## config.mk

```make
export PLATFORM = sky130hd
export DESIGN_NAME = adder_share_arb
export DESIGN_NICKNAME = d
export VERILOG_FILES = /design/src/rtl/adder_share_arb.sv
export SDC_FILE = /design/constraint.sdc
export NUM_CORES = 1
export LEC_CHECK = 0
export ABC_AREA = 1
export BUFFER_PORTS_ARGS = -buffer_cell sky130_fd_sc_hd__buf_2
export CORE_MARGIN = 3
export CORE_UTILIZATION = 35
export CTS_CLUSTER_DIAMETER = 30
export DETAILED_ROUTE_END_ITERATION = 16
export PLACE_DENSITY = 0.67
export SLEW_MARGIN = 40
export SYNTH_ARGS = -nofsm -noshare
export SYNTH_HDL_FRONTEND = slang
export SYNTH_SLANG_ARGS = --single-unit
```

## constraint.sdc

```tcl
create_clock -name clk_i -period 3.4 [get_ports clk_i]
set_clock_uncertainty 0.1 [all_clocks]
set_input_delay 0.68 -clock clk_i [delete_from_list [all_inputs] [get_ports clk_i]]
set_output_delay 0.68 -clock clk_i [all_outputs]
set_load 0.03 [all_outputs]
```

## src/rtl/adder_share_arb.sv

```systemverilog
// adder_share_arb
//
// Shares one WIDTH-bit parallel-prefix adder between NREQ requesters. A
// combinational round-robin arbiter grants one requester per cycle. The block
// registers the granted requester's sum, carry-out and index into a single
// output stage that supports backpressure.
//
// Optional feature (compile-time macro ADDER_SHARE_ARB_CHAIN_EN):
//   Chain mode. A beat with req_last=0 locks the arbiter onto its requester.
//   The registered carry-out of that beat becomes the carry-in of the next
//   beat, so multi-word adds run back to back. The lock is released by a beat
//   with req_last=1. Without the macro, req_last is ignored and the arbiter
//   never locks.
//
// Parameters:
//   WIDTH       operand / sum width
//   NREQ        number of requesters (2..8)
//   IDW         requester index width
//
// Ports:
//   clk_i        clock, rising edge
//   rst_i        synchronous active-high reset
//   req_valid_i  per-requester operand valid
//   req_ready_o  per-requester accept, one-hot or zero
//   req_a_i      operand A, requester i at [i*WIDTH +: WIDTH]
//   req_b_i      operand B, same packing
//   req_cin_i    per-requester carry-in
//   req_last_i   last beat of a chained add (chain mode only)
//   out_valid_o  result register holds a valid result
//   out_ready_i  downstream accepts the result
//   out_sum_o    registered (a+b+cin) mod 2^WIDTH
//   out_cout_o   registered carry-out
//   out_id_o     index of the requester that produced the result
module adder_share_arb #(
    parameter int unsigned WIDTH = 12,
    parameter int unsigned NREQ  = 4,
    parameter int unsigned IDW   = $clog2(NREQ)
) (
    input  logic                  clk_i,
    input  logic                  rst_i,
    input  logic [NREQ-1:0]       req_valid_i,
    output logic [NREQ-1:0]       req_ready_o,
    input  logic [NREQ*WIDTH-1:0] req_a_i,
    input  logic [NREQ*WIDTH-1:0] req_b_i,
    input  logic [NREQ-1:0]       req_cin_i,
    input  logic [NREQ-1:0]       req_last_i,
    output logic                  out_valid_o,
    input  logic                  out_ready_i,
    output logic [WIDTH-1:0]      out_sum_o,
    output logic                  out_cout_o,
    output logic [IDW-1:0]        out_id_o
);

    localparam int unsigned Levels = (WIDTH > 1) ? $clog2(WIDTH) : 1;

    // ------------------------------------------------------------------
    // State
    // ------------------------------------------------------------------
`ifdef ADDER_SHARE_ARB_CHAIN_EN
    typedef enum logic [1:0] {
        StIdle     = 2'd0,
        StFull     = 2'd1,
        StLockIdle = 2'd2,
        StLockFull = 2'd3
    } state_e;
`else
    typedef enum logic [0:0] {
        StIdle = 1'b0,
        StFull = 1'b1
    } state_e;
`endif

    state_e           state_q, state_d;
    logic [IDW-1:0]   ptr_q, ptr_d;
    logic [WIDTH-1:0] sum_q, sum_d;
    logic             cout_q, cout_d;
    logic [IDW-1:0]   id_q, id_d;

`ifdef ADDER_SHARE_ARB_CHAIN_EN
    logic [IDW-1:0]   lock_id_q, lock_id_d;
    logic             chain_c_q, chain_c_d;
    logic             locked;
`endif

    logic             out_valid;
    logic             stage_free;
    logic             xfer;
    logic             drain;

    logic             rr_found;
    logic [IDW-1:0]   rr_idx;
    logic [IDW-1:0]   rr_cand;
    int unsigned      scan_idx;

    logic             grant_found;
    logic [IDW-1:0]   grant_idx;
    logic [IDW-1:0]   ptr_inc;

    logic [WIDTH-1:0] sel_a;
    logic [WIDTH-1:0] sel_b;
    logic             sel_cin;
    logic             open_chain;
    logic             advance_ptr;

    logic [WIDTH-1:0] pg_g, pg_p, pg_g_n, pg_p_n;
    logic [WIDTH:0]   carry;
    logic [WIDTH-1:0] add_sum;
    logic             add_cout;

`ifdef ADDER_SHARE_ARB_CHAIN_EN
    assign out_valid = (state_q == StFull) || (state_q == StLockFull);
    assign locked    = (state_q == StLockIdle) || (state_q == StLockFull);
`else
    assign out_valid = (state_q == StFull);
`endif

    assign stage_free = !out_valid || out_ready_i;

    // ------------------------------------------------------------------
    // Round-robin scan starting at ptr_q
    // ------------------------------------------------------------------
    always_comb begin
        rr_found = 1'b0;
        rr_idx   = '0;
        rr_cand  = '0;
        scan_idx = 0;
        for (int unsigned k = 0; k < NREQ; k++) begin
            scan_idx = 32'(ptr_q) + k;
            if (scan_idx >= NREQ) begin
                scan_idx = scan_idx - NREQ;
            end
            rr_cand = IDW'(scan_idx);
            if (!rr_found && req_valid_i[rr_cand]) begin
                rr_found = 1'b1;
                rr_idx   = rr_cand;
            end
        end
    end

`ifdef ADDER_SHARE_ARB_CHAIN_EN
    // While locked only the chain owner may be granted; others wait.
    assign grant_found = locked ? req_valid_i[lock_id_q] : rr_found;
    assign grant_idx   = locked ? lock_id_q : rr_idx;
    // Chained beats take their carry from the previous beat, not req_cin.
    assign sel_cin     = locked ? chain_c_q : req_cin_i[grant_idx];
    assign open_chain  = !locked && !req_last_i[grant_idx];
    assign advance_ptr = !locked || req_last_i[grant_idx];
`else
    logic unused_last;
    assign unused_last = ^req_last_i;
    assign grant_found = rr_found;
    assign grant_idx   = rr_idx;
    assign sel_cin     = req_cin_i[grant_idx];
    assign open_chain  = 1'b0;
    assign advance_ptr = 1'b1;
`endif

    assign xfer  = grant_found && stage_free && !rst_i;
    assign drain = out_valid && out_ready_i && !xfer;

    always_comb begin
        req_ready_o = '0;
        if (xfer) begin
            req_ready_o[grant_idx] = 1'b1;
        end
    end

    assign ptr_inc = (grant_idx == IDW'(NREQ - 1)) ? '0 : grant_idx + 1'b1;

    // ------------------------------------------------------------------
    // Shared adder: operand mux feeding a Kogge-Stone prefix carry tree
    // ------------------------------------------------------------------
    assign sel_a = req_a_i[grant_idx*WIDTH +: WIDTH];
    assign sel_b = req_b_i[grant_idx*WIDTH +: WIDTH];

    always_comb begin
        pg_g   = sel_a & sel_b;
        pg_p   = sel_a ^ sel_b;
        pg_g_n = pg_g;
        pg_p_n = pg_p;
        for (int unsigned lv = 0; lv < Levels; lv++) begin
            pg_g_n = pg_g;
            pg_p_n = pg_p;
            for (int unsigned i = 0; i < WIDTH; i++) begin
                if (i >= (32'd1 << lv)) begin
                    pg_g_n[i] = pg_g[i] | (pg_p[i] & pg_g[i - (32'd1 << lv)]);
                    pg_p_n[i] = pg_p[i] & pg_p[i - (32'd1 << lv)];
                end
            end
            pg_g = pg_g_n;
            pg_p = pg_p_n;
        end
        // pg_g/pg_p now hold group generate/propagate over bits [i:0].
        carry[0] = sel_cin;
        for (int unsigned i = 0; i < WIDTH; i++) begin
            carry[i+1] = pg_g[i] | (pg_p[i] & sel_cin);
        end
    end

    assign add_sum  = (sel_a ^ sel_b) ^ carry[WIDTH-1:0];
    assign add_cout = carry[WIDTH];

    // ------------------------------------------------------------------
    // Next state
    // ------------------------------------------------------------------
    always_comb begin
        state_d = state_q;
        ptr_d   = ptr_q;
        sum_d   = sum_q;
        cout_d  = cout_q;
        id_d    = id_q;
`ifdef ADDER_SHARE_ARB_CHAIN_EN
        lock_id_d = lock_id_q;
        chain_c_d = chain_c_q;
`endif

        unique case (state_q)
            StIdle, StFull: begin
                if (xfer) begin
                    state_d = open_chain ? state_e'(2'd3) : StFull;
                end else if (drain) begin
                    state_d = StIdle;
                end
            end
`ifdef ADDER_SHARE_ARB_CHAIN_EN
            StLockIdle, StLockFull: begin
                if (xfer) begin
                    state_d = req_last_i[grant_idx] ? StFull : StLockFull;
                end else if (drain) begin
                    state_d = StLockIdle;
                end
            end
`endif
            default: state_d = StIdle;
        endcase

        if (xfer) begin
            sum_d  = add_sum;
            cout_d = add_cout;
            id_d   = grant_idx;
            if (advance_ptr) begin
                ptr_d = ptr_inc;
            end
`ifdef ADDER_SHARE_ARB_CHAIN_EN
            if (!req_last_i[grant_idx]) begin
                lock_id_d = grant_idx;
                chain_c_d = add_cout;
            end
`endif
        end
    end

    always_ff @(posedge clk_i) begin
        if (rst_i) begin
            state_q <= StIdle;
            ptr_q   <= '0;
            sum_q   <= '0;
            cout_q  <= 1'b0;
            id_q    <= '0;
`ifdef ADDER_SHARE_ARB_CHAIN_EN
            lock_id_q <= '0;
            chain_c_q <= 1'b0;
`endif
        end else begin
            state_q <= state_d;
            ptr_q   <= ptr_d;
            sum_q   <= sum_d;
            cout_q  <= cout_d;
            id_q    <= id_d;
`ifdef ADDER_SHARE_ARB_CHAIN_EN
            lock_id_q <= lock_id_d;
            chain_c_q <= chain_c_d;
`endif
        end
    end

    assign out_valid_o = out_valid;
    assign out_sum_o   = sum_q;
    assign out_cout_o  = cout_q;
    assign out_id_o    = id_q;

endmodule

```

# After elaboration in Yosys (flattened, before gate mapping)
# Index checks and enable logic that the tools add are counted.
[op_classes]
add_sub_neg = 8
multipliers = 1
n_lt_le_gt_ge = 10
n_eq_ne = 1
shift = 2
mux = 28
n_bitwise = 126
reduce_logical = 16
[op_table]
columns = ["op", "count"]
rows = [
  ["$shiftx 48x7->12", 2],
  ["$and 1x1->1", 78],
  ["$or 1x1->1", 45],
  ["$xor 12x12->12", 2],
  ["$mux 2", 9],
  ["$lt 2x3->1 const B", 5],
  ["$and 12x12->12", 1],
  ["$mux 1", 12],
  ["$bmux 1 s2", 5],
  ["$ge 3x3->1 const B", 3],
  ["$logic_and 1x1->1", 8],
  ["$sub 2x1->2 const B", 4],
  ["$add 2x2->3 const B", 2],
  ["$logic_not 1->1", 6],
  ["$mul 2x2->4 const B", 1],
  ["$mux 4", 1],
  ["$add 2x1->3 const B", 1],
  ["$ge 2x3->1 const B", 1],
  ["$add 2x1->2 const B", 1],
  ["$demux 1 s2", 1],
  ["$eq 2x2->1 const B", 1],
  ["$ge 2x1->1 const B", 1],
  ["$reduce_bool 2->1", 1],
  ["$logic_or 1x1->1", 1],
]
[totals]
regBits = 18
elab_cells = 197

# Longest topological paths before layout
# Gate-level depths: netlist of run 1.
[depth]
ltp_word = 26
mapped_depth = 27
mapped_depth_nobuf = 26

# Worst setup path after synthesis of run 1
# OpenSTA, ideal clock, no wires.
[synth_path]
kind = "input to register"
start = "input req_valid_i[3]"
end = "register sum_q[10] (netlist: out_sum_o[10])"
setup_time_ps = 109
arrival_time_ps = 3426
t_required_ps = 3191
slack_ps = -235
cell_stages = 25
n_path_buf = 1
path_cell_list = "inv_1 nand2_1 nand3_2 nand2_4 clkinv_1 nand3_2 nand3_4 inv_1 clkbuf_1 o21ai_0 o22ai_1 ha_1 a21oi_1 nor2_1 nor2_1 inv_1 a21oi_1 nor2_1 nor2_1 o21a_1 nand2_1 nand2_1 nand3_1 nand2_1 inv_1"
[synth_between]
elab_chain_len = 24
elab_cells_between_ends = 61
classes_between = "mul (1); shift (2); mux (18); bitwise (32); reduce/logical (8)"
[synth_rtl]
columns = ["element", "line_no", "rtl"]
rows = [
  ["from (decl)", "41", "input logic [NREQ-1:0] req_valid_i,"],
  ["$bmux 1 s2", "133", "if (!rr_found && req_valid_i[rr_cand]) begin"],
  ["$mux 1 (not written as such)", "133", ""],
  ["$mux 1", "133", ""],
  ["$logic_not 1->1", "133", ""],
  ["$logic_and 1x1->1", "133", ""],
  ["$mux 1", "133", ""],
  ["$logic_not 1->1", "133", ""],
  ["$logic_and 1x1->1", "133", ""],
  ["[... 7 more ...]", "--", ""],
  ["$and 1x1->1", "186", "pg_g_n[i] = pg_g[i] | (pg_p[i] & pg_g[i - (32'd1 << lv)]);"],
  ["$or 1x1->1", "186", ""],
  ["$and 1x1->1", "186", ""],
  ["$or 1x1->1", "186", ""],
  ["$and 1x1->1", "186", ""],
  ["$or 1x1->1 (2 in a row)", "186", ""],
  ["$or 1x1->1", "196", "carry[i+1] = pg_g[i] | (pg_p[i] & sel_cin);"],
  ["$xor 12x12->12", "200", "assign add_sum = (sel_a ^ sel_b) ^ carry[WIDTH-1:0];"],
  ["to (signal assigned)", "267", "sum_q <= sum_d;"],
  ["to (decl)", "75", "logic [WIDTH-1:0] sum_q, sum_d;"],
]
# Parallel ways exist; a longest one is shown, timed or not. The select of a mux whose other input is x is not followed.
# A chain may end at the register's enable or synchronous reset.

# Final worst setup path of run 1
[layout_path]
start = "input req_valid_i[1]"
end = "register sum_q[9] (netlist: out_sum_o[9])"
# The elaborated chain is that of the path after synthesis.

==> results of run 1 <==
flip-flops by register name, summed over array words and instances, names as in the netlist:
| signal | flops |
|---|---|
| out_id_o | 2 |
| out_sum_o | 12 |
| ptr_q | 2 |
| out_cout_o | 1 |
| out_valid_o | 1 |
per-stage QoR:
stage / hold slack (ns) / setup WS (ns) / instance area, µm² / TNS (ns)
final: 0.393 / -0.0996 / 4480 / -0.328
after global routing: 0.421 / -0.323 / 4480 / -1.79
after CTS: 0.392 / 0.00571 / 3970 / 0
after detailed placement: 0.381 / -0.423 / 3860 / -3.12
after global placement: 0.375 / -0.345 / 3860 / -2.34
after floorplan: 0.490 / -0.103 / 2740 / -0.103
cells by family (layout without fill, tap and decap cells):
group / count (synthesis) / after routing
simple gates: 234 / 234
compound gates: 101 / 101
buf+inv: 70 / 264
flops: 18 / 18
fa+ha+maj: 17 / 17
xor+xnor: 1 / 1
routing by layer:
layer | vias up | share of wire [%] | track usage (%)
li1 | 1856 | - | -
met1 | 1702 | 42 | 25.1
met2 | 104 | 52 | 38.0
met3 | 12 | 5.1 | 2.82
met4 | 0 | 1.1 | 3.02
met5 | - | 0 | 0
worst max-delay path, stage by stage:
cell,delay (ns)
buf_6,0.11
inv_2,0.09
nand2_4,0.07
nand3_2,0.07
nand2_2,0.07
nand2_2,0.09
nand2_2,0.06
nand2_2,0.09
nand3_4,0.16
buf_12,0.18
buf_8,0.13
buf_4,0.14
nor2_1,0.11
o22ai_1,0.11
ha_1,0.37
nand2_1,0.14
o21ai_2,0.21
a21oi_4,0.05
buf_4,0.14
o21a_1,0.18
nand3_1,0.08
nand2_1,0.05
nor2_1,0.09
nor2_1,0.04
final cells by class:
cell class                      instances  area share [%]
Multi-Input combinational cell        353            51.2
Timing Repair inverter                  1           0.195
Inverter                               48            5.25
Clock buffer                            4            1.23
Sequential cell                        18            8.15
Tap cell                               96            2.68
Timing Repair Buffer                  211            31.3
what timing repair did:
item                                    in CTS  in global routing
hold buffers                                 0                  0
buffers inserted                             3                 17
resized for setup                            8                107
pin swaps                                    8                 44
cloned                                       0                  2
endpoints found under the setup margin       7                  9
worst paths after layout:
| path | startpoint | endpoint | depth (start not counted) | slack, ns |
|---|---|---|---|---|
| hold / removal | out_sum_o[0]$_SDFFE_PP0P_ | out_sum_o[0]$_SDFFE_PP0P_ | 2 | 0.39 |
| setup reg to reg | ptr_q[0]$_SDFFE_PP0P_ | out_sum_o[9]$_SDFFE_PP0P_ | 24 | -0.09 |
| hold reg to reg | out_sum_o[0]$_SDFFE_PP0P_ | out_sum_o[0]$_SDFFE_PP0P_ | 2 | 0.39 |
| setup / recovery | req_valid_i[1] | out_sum_o[9]$_SDFFE_PP0P_ | 24 | -0.1 |
placed cells by master, fill, tap and decap left out, types with 3 or more instances in the layout:
master    synthesis  layout
buf_2             3     122
ha_1             16      13
clkbuf_8          0       4
inv_2             4       7
nand4_1           4       4
buf_12            0       5
o22ai_1          23      17
buf_8             1       3
inv_6             0       3
nand3_1          29      22
nor2_1           71      55
nor2_4            0       6
nor2_2            0      10
o22ai_2           0       6
dfxtp_1          18      16
o21ai_0          57      41
o21ai_1           0      13
o21ai_2           0       3
a21oi_1          16      11
nand2_4           4      15
buf_4             1      74
nand2_1          97      72
nand2_2           5      18
nand3_2          13      17
a21oi_2           1       4
buf_6             2       6
nand3_4           3       6
inv_1            42      33
==> impl_summary.log, run 1 <==
INFO  metric synth_warnings = 0
INFO  metric place.gp.congestion = 0.894
INFO  metric detail_route.wl_per_cell = around 13 µm
INFO  metric critPathCaptureType = flip-flop
INFO  metric maximum_number_of_pins_on_one_net_before_global_route_repair = 28
INFO  metric final_min_period_over_clock_period = 103%
INFO  metric wirelength = 9860 µm
INFO  metric drive_above_1_share = 51.8%
INFO  metric timing.final.setup_violations = 5
INFO  metric ffs_w_async_s_r_synth = 0%
INFO  metric horiz_die_dim = 91.4 µm
INFO  metric maxSlewHeadroom = between 60 and 70%
INFO  metric multi_input_area = 0.00230 mm²
INFO  metric finalMaxSlewViolations = 0
INFO  metric area_growth_syn_to_layout = 75.5%
INFO  metric vias = 3674
INFO  metric tritoncts.num_buffers = 3
INFO  metric initial_antenna_violation_count = 0
INFO  metric postSynth.topFlopCell = dfxtp_1
INFO  metric grt_remaining_overflow = 0
INFO  metric core.rowCount = 30
INFO  metric synth_nets = 569
INFO  metric grt_first_pass_wirelength = 14600 µm
INFO  metric synth_area_in_xor_xnor = 0.343%
INFO  metric boundary_pin_count = 131
INFO  metric final_nets = around 760
INFO  metric dp_hpwl = 7410 µm
INFO  metric grt_usage = between 20% and 30%
INFO  metric layout.cells.non_filler = 731
INFO  metric type_of_the_worst_min_delay_path = flip-flop to flip-flop
INFO  metric drt_iter0_markers = 162
INFO  metric io_buffers = 126
INFO  metric final.setup.worst_slack = -0.0996 ns
INFO  metric drc = 0
INFO  metric n_antenna_cell = 0
INFO  metric ctsRootBufferMaster = clkbuf_8
INFO  metric post_synth_and_or_nand_nor_area_fraction = 43.8%
INFO  metric syn_area_cell = 5.79 µm²
INFO  metric detailedRoute.firstPassIterationCount = 5
INFO  metric floorplan.core_area = 0.00694 mm²
INFO  metric launching_element_type_of_the_critical_path = input pin
INFO  metric synth_adder_area_share = roughly 8.6%
INFO  metric regArea = 365 µm²
INFO  metric final_period_minus_worst_setup_slack = 3.50 ns
INFO  metric run_status = finished, violations left
INFO  metric tritoncts = done
INFO  metric layout.core_utilization = between 60% and 70%
INFO  metric timing_worst_setup_path_type = input pin to flip-flop
INFO  metric cp.required = 3.44 ns
INFO  metric dominant_combinational_cell_family_by_area_after_synthesis = simple AND/OR/NAND/NOR gates
INFO  metric crit_arrival = 3.54 ns
INFO  metric max_freq = 0.286 GHz
INFO  metric final_hold_viol_count = 0
INFO  metric postRouteAntennaNets = 0
INFO  metric cts-root-to-sink-buffers = 2
INFO  metric mappedNetlistArea = 0.00255 mm²
INFO  metric initial_core_util = between 30% and 40%
INFO  metric clock-sinks = 18
INFO  metric synthMuxAreaShare = 0%
INFO  metric die-height = slightly above 90 µm
INFO  metric post_synth_inst_count = between 400 and 500
INFO  metric htree_num_levels = 1
INFO  metric worst_slew_pin_slew = 0.477 ns
INFO  metric fillerInstances = roughly 600
INFO  metric violations_in_the_final_reports = setup timing
INFO  metric yosys.cell_count.top_type = nand2_1
INFO  metric design.die.area = 0.00836 mm²
INFO  metric unrepaired_setup_endpoints_after_global_routing = true
INFO  metric first_global_vias = between 3000 and 4000
INFO  metric ys_seq_area_share = 14.1%
INFO  metric postSynthRegisterBits = 18
INFO  metric max_cap_viol_count = 0
INFO  metric drt-vias-per-instance = 5.03
INFO  metric yosys-top-cells-area = nand2_1, dfxtp_1, o21ai_0
INFO  metric synth_largest_type_area_fraction = 14.3%
INFO  metric placedCellCount = between 700 and 800
INFO  metric yosys.cell_types.count = 31
INFO  metric synth_commonest_cells = nand2_1, nor2_1, o21ai_0, inv_1, nand3_1
INFO  metric synth_compound_gate_area_share = between 20% and 30%
INFO  metric critPathMaxFanout = 8
INFO  metric clkTransAtPathRegs = 0.07 ns
INFO  metric synth-edff-count = 0
INFO  metric clock_insertion_delay_worst_skew = 0.25 ns
INFO  metric yosys.area.top_type = nand2_1
Power of run 1 is left out: the tool's default activity adds up to more than one toggle a clock period on the data nets, which glitch-free logic cannot reach.
==> inputs of run 2 (changes only) <==
--- a/config.mk
+++ b/config.mk
@@ -5,13 +5,12 @@
 export SDC_FILE = /design/constraint.sdc
 export NUM_CORES = 1
 export LEC_CHECK = 0
-export ABC_AREA = 1
 export BUFFER_PORTS_ARGS = -buffer_cell sky130_fd_sc_hd__buf_2
 export CORE_MARGIN = 3
 export CORE_UTILIZATION = 35
 export CTS_CLUSTER_DIAMETER = 30
 export DETAILED_ROUTE_END_ITERATION = 16
-export PLACE_DENSITY = 0.67
+export PLACE_DENSITY = 0.7
 export SLEW_MARGIN = 40
 export SYNTH_ARGS = -nofsm -noshare
 export SYNTH_HDL_FRONTEND = slang
==> run 2 against run 1 <==
Effect of this change:
- the flow still finishes with violations (setup timing)
- critical path depth decreased by 6
- sequential share of layout area increased by 2.3 points
- setup slack got worse by 0.14 ns
- clock-buffer cell count decreased by 1
- register-to-register slack improved by 0.07 ns
- flip-flop and latch count unchanged
- first-iteration DRC count decreased by 74%
- utilization decreased by 4.2 points
- via count decreased by 31%
- global-route usage decreased by 2.1 points
- final area decreased by 23%
- die area decreased by 15%
- critical path type unchanged
- largest cell class unchanged
==> impl_summary.log, run 2 <==
INFO  metric max_cap_viol_count = 0
INFO  metric yosys.cell_types.count = a little over 40
INFO  metric die-height = 84.3 µm
INFO  metric mostFrequentLayoutCells = buf_2, buf_4, a21oi_1, nor2_1, mux2i_1
INFO  metric detailedRoute.firstPassIterationCount = 5
INFO  metric critPathCaptureType = flip-flop
INFO  metric yosys-top-cells-area = dfxtp_1, mux2_2, mux2i_1
INFO  metric synth_warnings = 0
INFO  metric timing_worst_setup_path_type = input pin to flip-flop
INFO  metric maxSlewHeadroom = 61.8%
INFO  metric regArea = 360 µm²
INFO  metric ys_seq_area_share = 16.8%
INFO  metric core.rowCount = 27
INFO  metric power.ir.vdd_worst = approximately 270 µV
INFO  metric horiz_die_dim = 84.3 µm
INFO  metric initial_antenna_violation_count = 0
INFO  metric worst_r2r_path_depth = 17
INFO  metric yosys.cell_count.top_type = a21oi_1
INFO  metric crit_arrival = 3.68 ns
INFO  metric detail_route.wl_per_cell = 13.0 µm
INFO  metric initial_core_util = 37.6%
INFO  metric tritoncts = done
INFO  metric max_reg_flops = 12
INFO  metric cp.required = 3.44 ns
INFO  metric post_synth_inst_count = 267
INFO  metric io_buffers = 126
INFO  metric yosys.area.top_type = dfxtp_1
INFO  metric postSynth.topFlopCell = dfxtp_1
INFO  metric boundary_pin_count = 131
INFO  metric final_min_period_over_clock_period = 107%
INFO  metric reg2reg_from = ptr_q[1]$_SDFFE_PP0P_
INFO  metric drive_above_1_share = 54.0%
INFO  metric run_status = finished, violations left
INFO  metric place.gp.congestion = 0.787
INFO  metric place_ws = -0.542 ns
INFO  metric ctsHoldBuffers = 0
INFO  metric area_growth_syn_to_layout = 60.5%
INFO  metric syn_area_cell = 8.04 µm²
INFO  metric crit_start = req_valid_i[2]
INFO  metric final.hold.worst_slack = 0.378 ns
INFO  metric fillerInstances = between 500 and 600
INFO  metric crit_end = out_sum_o[6]$_SDFFE_PP0P_
INFO  metric unrepaired_setup_endpoints_after_global_routing = true
INFO  metric grt_usage = a little under a fifth
INFO  metric critPathMaxFanout = 6
INFO  metric grt_first_pass_wirelength = 11000 µm
INFO  metric worst_slew_pin_slew = between 0.5 and 0.6 ns
INFO  metric leakage = 1.73 nW
INFO  metric final.setup.worst_slack = -0.237 ns
INFO  metric multi_input_area = 0.00183 mm²
INFO  metric synth_commonest_cells = a21oi_1, nor2_1, mux2_2, mux2i_1, dfxtp_1
INFO  metric wirelength = 6640 µm
INFO  metric timing.final.setup_violations = 8
INFO  metric clkTransAtPathRegs = 0.06 ns
INFO  metric ctsRootBufferMaster = clkbuf_8
INFO  metric critical_path.reg2reg.endpoint = out_sum_o[6]$_SDFFE_PP0P_
INFO  metric synth_nets = 395
INFO  metric first_global_vias = 2582
INFO  metric final_hold_viol_count = 0
INFO  metric htree_num_levels = 1
INFO  metric n_antenna_cell = 0
INFO  metric violations_in_the_final_reports = setup timing
INFO  metric dp_hpwl = about 5200 µm
INFO  metric clock-sinks = 18
INFO  metric final_common_cell = buf_2
INFO  metric holdPathStages = 2
INFO  metric vias = ~2500
INFO  metric synth-edff-count = 0
INFO  metric worst-r2r-setup-slack = -0.02 ns
INFO  metric tritoncts.num_buffers = 3
INFO  metric launching_element_type_of_the_critical_path = input pin
INFO  metric finalMaxSlewViolations = 0
INFO  metric synth_largest_type_area_fraction = roughly 17%
INFO  metric clock_insertion_delay_worst_skew = 0.25 ns
INFO  metric power.density_cell_area = 696 mW/mm²
INFO  metric type_of_the_worst_min_delay_path = flip-flop to flip-flop
INFO  metric final_period_minus_worst_setup_slack = 3.64 ns
INFO  metric drt-vias-per-instance = 4.99
INFO  metric floorplan.core_area = 0.00571 mm²
INFO  metric design.die.area = a little over 0.007 mm²
INFO  metric drt_iter0_markers = 42
INFO  metric drc = 0
INFO  metric postRouteAntennaNets = 0
INFO  metric grt_remaining_overflow = 0
INFO  metric mappedNetlistArea = 0.00215 mm²
INFO  metric cts-root-to-sink-buffers = 2
INFO  metric final_nets = ~570
INFO  metric ffs_w_async_s_r_synth = 0%
INFO  metric power = 2.40 mW
INFO  metric postSynthRegisterBits = 18
INFO  metric maximum_number_of_pins_on_one_net_before_global_route_repair = 21
INFO  metric max_freq = around 0.27 GHz
-- run 2: cells by family after synthesis --
family | share of synthesized area (%)
xor gates and xnor gates | 3.26
and+or+nand+nor | 22.1
adders and majority gates | 10.3
buffers and inverters | 4.25
DFF | 16.8
muxes | 23.8
AOI/OAI and AO/OA | 19.5
-- run 2: metal layers --
metal / wire length, µm / vias up / global-route usage (%) / share of wire [%]
li1: - / 1309 / - / -
met1: 2720 / 1134 / 21.2 / 41
met2: 3450 / 94 / 35.8 / 52
met3: 442 / 4 / 2.65 / 6.7
met4: 25 / 0 / 2.34 / 0.38
met5: 0 / - / 0 / 0
-- run 2: per-stage QoR --
step                      instance area (µm²)  utilization (%)  setup TNS [ns]  instances
after global routing                     3450             60.4           -2.74        509
after CTS                                3300             57.7          -0.680        499
after floorplan                          2190                -           -1.69        267
final                                    3450             60.4           -1.45        509
after global placement                   3150             55.1           -3.56        491
after detailed placement                 3150             55.1           -3.99        491
-- run 2: how the worst min path moves through the flow --
stage / startpoint / end
2_1_floorplan: ptr_q[1]$_SDFFE_PP0P_ / ptr_q[1]$_SDFFE_PP0P_
3_3_place_gp: out_sum_o[4]$_SDFFE_PP0P_ / out_sum_o[4]$_SDFFE_PP0P_
3_5_place_dp: out_sum_o[6]$_SDFFE_PP0P_ / out_sum_o[6]$_SDFFE_PP0P_
4_1_cts: out_sum_o[6]$_SDFFE_PP0P_ / out_sum_o[6]$_SDFFE_PP0P_
5_1_grt: out_sum_o[4]$_SDFFE_PP0P_ / out_sum_o[4]$_SDFFE_PP0P_
6_report: out_sum_o[6]$_SDFFE_PP0P_ / out_sum_o[6]$_SDFFE_PP0P_
-- run 2: final cells by class --
cell class              count  share of cell area (%)
clock buffers               3                    1.20
flip-flops and latches     18                    10.5
inverters                   7                   0.908
well taps                  72                    2.61
repair buffers            183                    31.6
multi-input cells         226                    53.2
-- run 2: timing repair --
item,CTS,global route
pin swaps,17,19
resized for setup,15,17
endpoints found under the setup margin,9,11
setup buffers,5,10
-- run 2: critical path, cell delays in order --
cell and delay [ns]:
buf_6 0.09, nor2b_4 0.13, a211oi_4 0.30, nor2_4 0.09, buf_8 0.14, buf_6 0.12, mux2_4 0.29, nor2_1 0.12
a21oi_1 0.06, ha_1 0.31, and3_4 0.18, nand3_4 0.08, a211oi_4 0.06, buf_4 0.15, or4_4 0.52, a21oi_2 0.14
xor2_1 0.14, o21ai_1 0.07
-- run 2: power breakdown --
group	switching, mW	internal (mW)
logic	0.962	0.968
clock network	0.0654	0.0785
registers	0.0392	0.286
total	1.07	1.33
No activity file was read; power rests on OpenSTA's default activity.
==> inputs of run 3 (changes only) <==
--- a/config.mk
+++ b/config.mk
@@ -6,11 +6,13 @@
 export NUM_CORES = 1
 export LEC_CHECK = 0
 export BUFFER_PORTS_ARGS = -buffer_cell sky130_fd_sc_hd__buf_2
+export CELL_PAD_IN_SITES_DETAIL_PLACEMENT = 0
+export CELL_PAD_IN_SITES_GLOBAL_PLACEMENT = 2
 export CORE_MARGIN = 3
-export CORE_UTILIZATION = 35
+export CORE_UTILIZATION = 20
 export CTS_CLUSTER_DIAMETER = 30
 export DETAILED_ROUTE_END_ITERATION = 16
-export PLACE_DENSITY = 0.7
+export PLACE_DENSITY_LB_ADDON = 0.1
 export SLEW_MARGIN = 40
 export SYNTH_ARGS = -nofsm -noshare
 export SYNTH_HDL_FRONTEND = slang
==> run 3 against run 2 <==
Effect of this change:
- the flow still finishes with violations (setup timing)
- final area is 11% higher
- highest routed layer unchanged
- clock-buffer cell count is 1 higher
- sequential power hardly changed
- maximum frequency is 1.7% higher
==> impl_summary.log, run 3 (synthesis results as in run 2) <==
INFO  metric run_status = finished, violations left
INFO  metric violations_in_the_final_reports = setup timing
INFO  metric critPathCaptureType = flip-flop
INFO  metric drc = 0
INFO  metric floorplan.core_area = 0.0104 mm²
INFO  metric clock_insertion_delay_worst_skew = ~0.25 ns
INFO  metric initial_antenna_violation_count = 0
INFO  metric wirelength = 7250 µm
INFO  metric critical_path.reg2reg.endpoint = out_sum_o[6]$_SDFFE_PP0P_
INFO  metric drt_iter0_markers = 41
INFO  metric area_growth_syn_to_layout = 77.9%
INFO  metric timing_worst_setup_path_type = input pin to flip-flop
INFO  metric power.density_cell_area = slightly below 700 mW/mm²
INFO  metric n_antenna_cell = 0
INFO  metric grt_remaining_overflow = 0
INFO  metric boundary_pin_count = 131
INFO  metric cts-root-to-sink-buffers = 2
INFO  metric core.rowCount = 37
INFO  metric worst_r2r_path_depth = 16
INFO  metric worst_hold_start = out_sum_o[8]$_SDFFE_PP0P_
INFO  metric power.ir.vdd_worst = 191 µV
INFO  metric final_hold_viol_count = 0
INFO  metric finalMaxSlewViolations = 0
INFO  metric cp.required = 3.45 ns
INFO  metric htree_num_levels = 1
INFO  metric detailedRoute.firstPassIterationCount = 4
INFO  metric worst_slew_pin_slew = between 0.5 and 0.6 ns
INFO  metric postRouteAntennaNets = 0
INFO  metric tns = -0.747 ns
INFO  metric drt-vias-per-instance = 4.22
INFO  metric holdPathStages = 2
INFO  metric final_period_minus_worst_setup_slack = 3.57 ns
INFO  metric final_min_period_over_clock_period = 105%
INFO  metric mostFrequentLayoutCells = buf_2, buf_4, a21oi_1, nor2_1, mux2i_1
INFO  metric die-height = 110 µm
INFO  metric tritoncts = done
INFO  metric crit_arrival = 3.62 ns
INFO  metric launching_element_type_of_the_critical_path = input pin
INFO  metric place.gp.congestion = 0.697
INFO  metric max_reg_flops = 12
INFO  metric reg2reg_from = ptr_q[0]$_SDFFE_PP0P_
INFO  metric layout.cells.non_filler = 594
INFO  metric design.die.area = 0.0120 mm²
INFO  metric critical-path-slowest-cell = or4_4
INFO  metric drive_above_1_share = 59.0%
INFO  metric critical_path.top_delay_family = simple AND/OR/NAND/NOR gates
INFO  metric first_global_vias = 2425
INFO  metric slowest_delay = 0.53 ns
INFO  metric grt_first_pass_wirelength = 11400 µm
INFO  metric final.hold.worst_slack = 0.374 ns
INFO  metric timing.final.setup_violations = 6
INFO  metric maximum_number_of_pins_on_one_net_before_global_route_repair = 20
INFO  metric ctsRootBufferMaster = clkbuf_8
INFO  metric clkTransAtPathRegs = 0.07 ns
INFO  metric place_ws = -0.661 ns
INFO  metric io_buffers = 126
INFO  metric detail_route.wl_per_cell = 12.2 µm
INFO  metric unrepaired_setup_endpoints_after_global_routing = true
INFO  metric final_common_cell = buf_2
INFO  metric crit_path_cell_trace = buf_8 -> nor2b_4 -> a211oi_4 -> nor2_4 -> buf_6 -> mux2_4 -> nor2_4 -> a21oi_2 -> ha_1 -> and3_4 -> nand3_4 -> a211oi_4 -> buf_4 -> or4_4 -> a21oi_2 -> xor2_1 -> o21ai_1
INFO  metric placedCellCount = 563
INFO  metric maxSlewHeadroom = around three fifths
INFO  metric leakage = 1.88 nW
INFO  metric horiz_die_dim = 110 µm
INFO  metric critPathMaxFanout = 7
INFO  metric tritoncts.num_buffers = 3
INFO  metric grt_usage = approximately an eighth
INFO  metric clock-sinks = 18
INFO  metric dp_hpwl = 5920 µm
INFO  metric initial_core_util = 20.7%
INFO  metric worst-r2r-setup-slack = -0.09 ns
INFO  metric whs_endpoint = out_sum_o[8]$_SDFFE_PP0P_
INFO  metric final_nets = a little under 600
INFO  metric max_cap_viol_count = 0
INFO  metric critical_path_buf_inv_count = 3
INFO  metric type_of_the_worst_min_delay_path = flip-flop to flip-flop
INFO  metric vias = 2509
INFO  metric final.setup.worst_slack = -0.174 ns
INFO  metric max_freq = 0.280 GHz
-- run 3: worst max path at each step --
stage / start / endpoint / depth (start not counted)
2_1_floorplan: req_valid_i[2] / out_sum_o[6]$_SDFFE_PP0P_ / 16
3_3_place_gp: req_valid_i[2] / out_sum_o[6]$_SDFFE_PP0P_ / 16
3_5_place_dp: req_valid_i[2] / out_cout_o$_SDFFE_PP0P_ / 15
4_1_cts: req_valid_i[1] / out_sum_o[6]$_SDFFE_PP0P_ / 17
5_1_grt: req_valid_i[2] / out_sum_o[6]$_SDFFE_PP0P_ / 17
6_report: req_valid_i[2] / out_sum_o[6]$_SDFFE_PP0P_ / 17
-- run 3: per-layer routing --
| metal | GRT usage, % | part of all wire, % |
|---|---|---|
| met1 | 18.1 | 51 |
| met2 | 17.5 | 43 |
| met3 | 1.41 | 5.8 |
| met4 | 2.49 | 0.40 |
| met5 | 0 | 0 |
-- run 3: cell type report --
cell class                 count  area (µm²)
clock buffer                   4        55.1
inverter                       7        38.8
timing repair buffer         202        1270
sequential                    18         360
timing repair inverter         1        8.76
multi-input combinational    226        1910
tap                          136         170
fill                        1152        6550
-- run 3: timing repair --
item	in CTS	in global routing
setup buffers	16	11
hold buffers	0	0
pin swaps	16	10
endpoints found under the setup margin	10	9
gates resized for setup	37	21
gates cloned	1	0
-- run 3: stage by stage --
| step | power [mW] | utilization (%) | area, µm² |
|---|---|---|---|
| 6_report | 2.57 | 36.8 | 3820 |
| 5_1_grt | 2.82 | 36.8 | 3820 |
| 4_1_cts | 2.47 | 35.2 | 3650 |
| 3_5_place_dp | 2.05 | 31.8 | 3300 |
| 3_3_place_gp | 2.04 | 31.8 | 3300 |
| 2_1_floorplan | 1.42 | - | 2190 |
-- run 3: power by group --
group	total, mW	switching, mW	internal [mW]
combinational	2.07	1.01	1.06
clock	0.176	0.0730	0.103
sequential	0.327	0.0404	0.286
-- run 3: worst register-to-register path, stage by stage, from the launching register on --
cell,delay [ns]
dfxtp_1,0.41
nand2b_1,0.17
a21oi_2,0.09
nor2_4,0.25
buf_6,0.18
mux2_4,0.31
nor2_4,0.10
a21oi_2,0.04
ha_1,0.32
and3_4,0.17
nand3_4,0.10
a211oi_4,0.06
buf_4,0.15
or4_4,0.53
a21oi_2,0.16
xor2_1,0.14
o21ai_1,0.07
